## config.mk

```make
export PLATFORM = sky130hd
export DESIGN_NAME = dispatch_arbiter
export DESIGN_NICKNAME = d
export VERILOG_FILES = /design/src/rtl/dispatch_arbiter.sv
export SDC_FILE = /design/constraint.sdc
export NUM_CORES = 1
export LEC_CHECK = 0
export CORE_UTILIZATION = 40
export CTS_CLUSTER_DIAMETER = 150
export DETAILED_ROUTE_END_ITERATION = 10
export GPL_TIMING_DRIVEN = 0
export PLACE_DENSITY = 0.82
export SLEW_MARGIN = 40
export SYNTH_ARGS = -nofsm -noshare
export SYNTH_HDL_FRONTEND = slang
export SYNTH_SLANG_ARGS = --single-unit
```

## constraint.sdc

```tcl
create_clock -name clk -period 3.75 [get_ports clk]
set_input_delay 0.375 -clock clk [delete_from_list [all_inputs] [get_ports clk]]
set_output_delay 0.375 -clock clk [all_outputs]
set_load 0.03 [all_outputs]
```

## src/rtl/dispatch_arbiter.sv

```systemverilog
// dispatch_arbiter: round-robin pick of one ready scoreboard per cycle into a single issue register
// feeding the functional units under a valid/ready handshake.
module dispatch_arbiter #(
    parameter int NUM_SB = 4,
    parameter int NUM_FU = 2,
    parameter int FU_W   = 2,
    parameter int FC_W   = 5,
    parameter int VREG_W = 5,
    parameter int DWIDTH = 32
) (
    input  logic                       clk,
    input  logic                       rstn,
    input  logic [NUM_SB-1:0]          sbReady_i,
    input  logic [NUM_SB*FU_W-1:0]     sbFuncUnit_i,
    input  logic [NUM_SB*FC_W-1:0]     sbFuncCode_i,
    input  logic [NUM_SB*VREG_W-1:0]   sbVrdIdx_i,
    input  logic [NUM_SB-1:0]          sbHasRd_i,
    input  logic [NUM_SB-1:0]          sbRdType_i,
    input  logic [NUM_SB-1:0]          sbHasImm_i,
    input  logic [NUM_SB*DWIDTH-1:0]   sbImm_i,
    output logic [NUM_SB-1:0]          dispatchAck_o,
    input  logic [NUM_FU-1:0]          fuReady_i,
    output logic                       issueValid_o,
    output logic [FU_W-1:0]            issueFu_o,
    output logic [$clog2(NUM_SB)-1:0]  issueThread_o,
    output logic [FC_W-1:0]            issueFuncCode_o,
    output logic [VREG_W-1:0]          issueVrd_o,
    output logic                       issueHasRd_o,
    output logic                       issueRdType_o,
    output logic                       issueHasImm_o,
    output logic [DWIDTH-1:0]          issueImm_o,
    output logic [31:0]                issueCount_o,
    output logic                       errIllegalFu_o
);
    localparam int TW = $clog2(NUM_SB);

    typedef struct packed {
        logic [FU_W-1:0]   fu;
        logic [TW-1:0]     thread;
        logic [FC_W-1:0]   fc;
        logic [VREG_W-1:0] vrd;
        logic              has_rd;
        logic              rd_type;
        logic              has_imm;
        logic [DWIDTH-1:0] imm;
    } op_t;

    op_t           op_q, op_d, win_op;
    logic          valid_q, valid_d;
    logic [TW-1:0] rr_q, rr_d;
    logic [31:0]   cnt_q, cnt_d;
    logic          err_q, err_d;
    logic          fu_ok, fire, can_load, grant, legal, has_hi;
    logic [TW-1:0] win, win_hi, win_lo;

    always_comb begin
        fu_ok = 1'b0;
        for (int i = 0; i < NUM_FU; i++)
            if (int'(op_q.fu) == i) fu_ok = fuReady_i[i];
        fire     = valid_q && fu_ok;
        can_load = !valid_q || fire;
        grant    = rstn && can_load && |sbReady_i;
    end

    // Downward scan leaves the lowest ready index at/above the pointer and the lowest one below it.
    always_comb begin
        has_hi = 1'b0;
        win_hi = '0;
        win_lo = '0;
        for (int j = NUM_SB - 1; j >= 0; j--)
            if (sbReady_i[j]) begin
                if (j >= int'(rr_q)) begin
                    win_hi = TW'(j);
                    has_hi = 1'b1;
                end else begin
                    win_lo = TW'(j);
                end
            end
        win = has_hi ? win_hi : win_lo;
    end

    always_comb begin
        win_op = '0;
        for (int j = 0; j < NUM_SB; j++)
            if (win == TW'(j)) begin
                win_op.fu      = sbFuncUnit_i[j*FU_W +: FU_W];
                win_op.thread  = TW'(j);
                win_op.fc      = sbFuncCode_i[j*FC_W +: FC_W];
                win_op.vrd     = sbVrdIdx_i[j*VREG_W +: VREG_W];
                win_op.has_rd  = sbHasRd_i[j];
                win_op.rd_type = sbRdType_i[j];
                win_op.has_imm = sbHasImm_i[j];
                win_op.imm     = sbImm_i[j*DWIDTH +: DWIDTH];
            end
        legal = int'(win_op.fu) < NUM_FU;
    end

    // An illegal winner is still acked so its scoreboard is released, but never reaches the issue register.
    always_comb begin
        op_d          = (grant && legal) ? win_op : op_q;
        valid_d       = (grant && legal) || (valid_q && !fire);
        rr_d          = grant ? ((int'(win) == NUM_SB - 1) ? '0 : win + 1'b1) : rr_q;
        cnt_d         = cnt_q + 32'(fire);
        err_d         = err_q || (grant && !legal);
        dispatchAck_o = grant ? (NUM_SB'(1) << win) : '0;
    end

    always_ff @(posedge clk) begin
        if (!rstn) begin
            op_q    <= '0;
            valid_q <= 1'b0;
            rr_q    <= '0;
            cnt_q   <= '0;
            err_q   <= 1'b0;
        end else begin
            op_q    <= op_d;
            valid_q <= valid_d;
            rr_q    <= rr_d;
            cnt_q   <= cnt_d;
            err_q   <= err_d;
        end
    end

    assign issueValid_o    = valid_q;
    assign issueFu_o       = op_q.fu;
    assign issueThread_o   = op_q.thread;
    assign issueFuncCode_o = op_q.fc;
    assign issueVrd_o      = op_q.vrd;
    assign issueHasRd_o    = op_q.has_rd;
    assign issueRdType_o   = op_q.rd_type;
    assign issueHasImm_o   = op_q.has_imm;
    assign issueImm_o      = op_q.imm;
    assign issueCount_o    = cnt_q;
    assign errIllegalFu_o  = err_q;
endmodule

```

==> out/qor.txt <==
Clock Power Share: 16.9%
Fin Hold WS: 0.4973 ns
Initial Util: 41.19%
crit-path cells: clkdlybuf4s50_1, clkinv_1, a31oi_1, clkbuf_1, clkbuf_1, and3_1, clkdlybuf4s50_1
Area growth syn-to-layout: 64.35%
CP Launch Type: primary input
met2 WL post-DR: 10610 um
die area: 13450 um2
crit end category: primary output
routed wire length: 21650 um
Core Footprint: 12620 um2
Worst Path Buf+Inv: 5
post-synth net total: 908
register area: 1702 um2
Syn. warnings: 0
vias in the first global route: 6300
total power: 0.005236 W
share of cells above drive strength 1: 3.796%
Comb power frac: 59.3%
Rel. slew slack: 59.81%
RePlAce Congestion: 0.9531
internal power: 0.002837 W
critical path peak fanout: 10
first-pass GRT wire length: 32910 um
TritonCTS buffer count: 9
top sig layer: met4
fin crit share: 95.21%
M1 WL: 8413 um
Post-route DRC: 0
met3 wire len: 1907 um
multi-input logic area: 3014 um2
synthesized cell area: 5197 um2
setup violators final: 0
antenna viol nets, final: 0
Setup crit start: rstn
Max VDD drop: 0.4256 mV
Post-Layout Inst Area: 8542 um2
setup slack at placement: -0.3633 ns
slowest CP cell: clkdlybuf4s50_1
Switch Pwr: 0.002400 W
Post-Syn Instances: 706
cts hold-fix bufs: 0
First DRT Iteration DRCs: 561
clk sinks: 85
initial antenna violation count: 0
DP Area: 8235 um2
clk_lat worst skew: 0.34 ns
fmax: 0.2801 GHz
R2R Path Start: rr_q[1]
Die Width: 116.0 um
Final TNS setup: 0 ns
RSZ-0062 raised after global routing: no
row count: 41
max-slew violation count: 0
Hold Crit Class: reg2reg
syn_area_per_cell: 7.362 um2
largest net degree at the start of global routing: 20
Critical Path AT: 3.20 ns
Vias/cell: 5.578
gr usage total: 32.00%
WL/cell: 18.45 um
fin worst setup slack: 0.1796 ns
Distinct cells, synth: 50
delay-heaviest family, CP: buffers and inverters
Total Nets Final: 1199
Vias: 6543
die height: 116.0 um
gr ovfl total: 0
number of fillers in the final layout: 1134
Root Driver: clkbuf_16
max incr delay on CP: 0.75 ns
final hold vios: 0
Max Root-Sink Buffers: 2
# IOs: 283
leakage dissipation: 3.098 nW
launch point of the worst hold path: issueCount_o[22]
status: finished clean
MaxCap Viol Count: 0
PwrDens: 613.0 nW/um2
FF+latch count, synth: 85
Setup CP Type: in2out
Final Critical Period: 3.570 ns
CTS H-tree depth: 3
first-pass iteration count of the detailed router: 5
Post-Route Skew: 0.005457 ns
sw frac: 45.83%
Flop pwr share: 23.8%
Worst-path clk slew: 0.06 ns
Worst-Margin Slew: 0.5978 ns
Antenna Cells: 0
CP required: 3.38 ns
Post-DP HPWL: 17070 um
sequential share of the synthesized area: 32.74%
CTS tree: yes
Port-buffer cells: 282
==> stage by stage <==
| stage | util (%) | std cells |
|---|---|---|
| floorplan | - | 706 |
| global placement | 65.26 | 1160 |
| detailed placement | 65.26 | 1160 |
| CTS | 67.55 | 1174 |
| global route | 67.69 | 1173 |
| finish | 67.69 | 1173 |
==> logic make-up (layout without fill, tap and decap cells) <==
kind of cell | Yosys count | in the layout | synth area share (%)
multiplexers | 4 | 4 | 0.7704
AO/OA/AOI/OAI | 320 | 320 | 37.65
AND/OR/NAND/NOR | 151 | 151 | 15.43
flip-flops | 85 | 85 | 32.74
buffers and inverters | 126 | 421 | 9.605
XOR/XNOR | 14 | 14 | 2.359
adder cells (fa/ha/maj) | 6 | 6 | 1.444
==> layer usage <==
layer  GRT usage [%]  vias to the layer above
met1           36.60                     3033
met4           11.71                        0
met5               0                        -
met3           11.14                       46
li1                -                     3188
met2           55.00                      276
==> what timing repair did <==
action / 4_1_cts / 5_1_grt
setup buffers: 0 / 0
gates resized for setup: 3 / 5
endpoints found under the setup margin: 3 / 24
endpoints found under the hold margin: 0 / 0
==> flip-flops by register name, indices dropped and copies added (netlist names) <==
signal and count:
issueFuncCode_o 5, rr_q 2, issueHasRd_o 1, issueFu_o 2, issueRdType_o 1, issueImm_o 32
issueHasImm_o 1, issueThread_o 2, issueVrd_o 5, issueValid_o 1, issueCount_o 32, errIllegalFu_o 1
==> worst register-to-register path: stages, from the launching register on <==
cell      delay (ns)
dfxtp_1         0.37
a21o_1          0.17
a21oi_1         0.14
o22a_1          0.20
inv_1           0.08
ha_1            0.29
a211oi_1        0.30
a211o_1         0.24
and3_1          0.25
clkbuf_1        0.41
buf_1           0.47
a211oi_1        0.16
==> final cells by class <==
type,count,share of cell area (%)
Multi-Input combinational cell,495,35.29
Timing Repair Buffer,282,33.05
Sequential cell,85,19.92
Buffer,68,3.384
Clock buffer,9,2.637
Tap cell,172,2.519
Inverter,56,2.461
Clock inverter,6,0.7470
==> final timing paths <==
| path | cells past startpoint | slack [ns] | end |
|---|---|---|---|
| worst max register to register | 11 | 0.53 | issueFuncCode_o[4] |
| worst min register to register | 2 | 0.50 | issueCount_o[22] |
| worst min-delay path | 2 | 0.50 | issueCount_o[22] |
| worst max-delay path | 7 | 0.18 | dispatchAck_o[1] |
==> power groups by stage <==
stage | clock network, W | registers (W) | logic (W)
after CTS | 0.000897 | 0.00124 | 0.00306
after global routing | 0.000939 | 0.00127 | 0.00335
after floorplan | 0 | 0.00162 | 0.00151
after detailed placement | 0 | 0.00125 | 0.00305
final | 0.000887 | 0.00124 | 0.00310
after global placement | 0 | 0.00125 | 0.00303
==> cells in the final DEF, fill, tap and decap left out, types with 7 or more instances in the layout <==
master / netlist / layout
and3_1: 8 / 8
a22oi_1: 46 / 46
clkbuf_16: 0 / 9
nor2_1: 18 / 18
a31oi_1: 48 / 48
o21ai_0: 50 / 50
nand2_1: 63 / 63
buf_1: 16 / 16
o31ai_1: 7 / 7
xor2_1: 8 / 8
clkdlybuf4s50_1: 0 / 282
a21oi_1: 109 / 109
inv_1: 55 / 55
dfxtp_1: 85 / 85
clkbuf_1: 50 / 44
a211oi_1: 49 / 48
nand3_1: 13 / 13
==> cell usage after synthesis, drive strengths merged <==
cell type  number  share of area (%)
a31o            2               0.34
nor3            2               0.19
o22a            1               0.17
o41ai           3               0.51
a211oi         49                7.1
mux2i           4               0.77
nand2          63                4.5
a31oi          48                5.8
or3             4               0.53
and3            8               0.96
xnor2           6                1.0
inv            55                4.0
a211o           1               0.17
nand4b          1               0.17
a21o            1               0.14
buf            19                1.7
o22ai           1               0.12
a21oi         109                 10
dfxtp          85                 33
nand3b          1               0.14
or2             1               0.12
nand4bb         2               0.43
a41oi           1               0.17
nor2b           2               0.24
and4            5               0.87
nand4           8                1.5
nand3          13                1.3
or4             8                1.3
nand2b          3               0.36
clkinv          1              0.072
clkbuf         51                3.9
and2            3               0.39
o21ai          50                4.8
o221a           1               0.22
o31ai           7                1.0
nor4            7               0.84
xor2            8                1.3
a22oi          46                6.6
nor3b           2               0.29
nor2           18                1.3
ha              6                1.4
Power figures use the tool's default switching activity.
==> variant, RTL diff (same flow settings) <==
Make the reset (`rstn`) asynchronous in one clocked block.
--- a/src/rtl/dispatch_arbiter.sv
+++ b/src/rtl/dispatch_arbiter.sv
@@ -105,7 +105,7 @@
         dispatchAck_o = grant ? (NUM_SB'(1) << win) : '0;
     end
 
-    always_ff @(posedge clk) begin
+    always_ff @(posedge clk or negedge rstn) begin
         if (!rstn) begin
             op_q    <= '0;
             valid_q <= 1'b0;
Behaviour: differs if rstn is asserted again (counterexample within 4 cycles, from zero or initial values and one cycle with rstn low); with rstn held inactive, the same outputs for 10 cycles.
==> variant against the original RTL <==
Count of clock-buffer cells in the layout is 1 higher. Non-clock buffer count decreased by 28. Total power increased by 8.9%. Routed wire length fell by 13%. Final area decreased by 2.0%. Sequential cell count is the same. Synthesized cell count fell by 31%. Largest cell class unchanged. Highest routed layer unchanged. Synthesized area shrank 3.9%. Cell count decreased by 19%. Worst setup slack got worse by 0.012 ns. Sequential share of layout area is 5.5 points higher. Via count is 20% lower. Utilization rose by 1.4 points.
==> variant: results <==
[detailed_routing]
viasPerCell = 5.50
routed_wl_um = 18900
vias = 5239
first_iter_violations = 261

[placed_design]
hpwlAfterDp_um = 14800
pre_cts_slack_ns = -0.560
gp_congestion = 0.995
placed_cells = 936
placed_cell_area_sq_mm = 0.00806
portBuffers = 282

[grt]
grt_pass1_wl_um = 29000
antenna_found_initial = 1
first_global_vias = 5484
grt_usage_pct = 29.6
grt_start_max_net_pins = 45

[pwr]
p_per_area_mw_per_mm2 = 682
worst_ir_drop_vdd_v = 0.000556
comb_power_share_pct = 59.7
power.internal_w = 0.00333
pwr-share-seq_pct = 24.6
p_leak_nw = 3.30

[hold_path]
holdPathStages = 1
holdPathEnd = "errIllegalFu_o$_DFF_PN0_"
min_from = "errIllegalFu_o$_DFF_PN0_"

[yosys]
synth-xor-area-share_pct = 5.26
yosys.area_share.adder_pct = 1.50
synthesis.nets = 687
synth_area_leaders = "dfrtp_1 (43%), mux2_2 (9.2%), a221oi_1 (7.9%), o31ai_1 (6.9%), nor2b_1 (6.0%)"
synthCells = 485
synth-compound-area-share_pct = 17.1
netlist_top_cells_count = "dfrtp_1 (85), nand2_1 (56), nor2b_1 (48)"
ys_async_sr_fraction_pct = 100
yosysSeqAreaShare_pct = 42.6
synthMuxAreaShare_pct = 12.2
yosys_warnings = 0
yosysUniqueCellTypes = 39

[timing]
whs_ns = 0.473
relSlewSlack_pct = 51.1
hold_viol = 0
clock.fmax_mhz = 279
finClkSkew_ns = 0.00663

[clock_tree]
cts_resized = 6
hold_buffers = 1
clkLatencyLatePin_ns = 0.34
numCtsBuffers = 9

[worst_setup_path]
r2r_slack_ns = 0.71
r2r-end = "issueVrd_o[3]$_DFFE_PN0P_"
reg2regPathDepth = 13
r2r-start = "rr_q[0]$_DFFE_PN0P_"
crit_path_end_kind = "output pin"
crit_arrival_ns = 3.21
setup.worst_path.start = "sbReady_i[3]"
crit_fanout = 19
slowest_stage = "clkdlybuf4s50_1"
critPathMaxStageDelay_ns = 0.67

[finish]
final_nets = 981
final_area_sq_mm = 0.00837
drive_above_1_share_pct = 10.3
nFillCells = 958

[outcome]
status = "finished, final reports clean"
==> variant: cell types whose count changed after synthesis, moves of 45 or more <==
cell,before,now
a21oi_1,109,3
dfrtp_1,0,85
dfxtp_1,85,0
a211oi_1,49,0
a31oi_1,48,0
inv_1,55,7
a22oi_1,46,0
nor2b_1,2,48
o21ai_0,50,4
a221oi_1,0,45
==> variant: layer usage <==
layer	share of wire (%)	vias to the layer above	wire, um	global-route usage, %
met2	51	245	9570	52.4
met3	8.7	35	1640	10.7
met5	0	-	0	0
met4	2.3	0	429	9.00
met1	38	2573	7210	33.2
li1	-	2386	-	-
==> variant: final cells by class <==
class,instances,share of cell area [%]
Antenna cell,1,0.0299
Sequential cell,85,25.4
Buffer,38,2.35
Clock buffer,10,2.74
Tap cell,168,2.51
Timing Repair Buffer,284,34.2
Clock inverter,5,0.748
Inverter,7,0.314
Multi-Input combinational cell,354,31.7
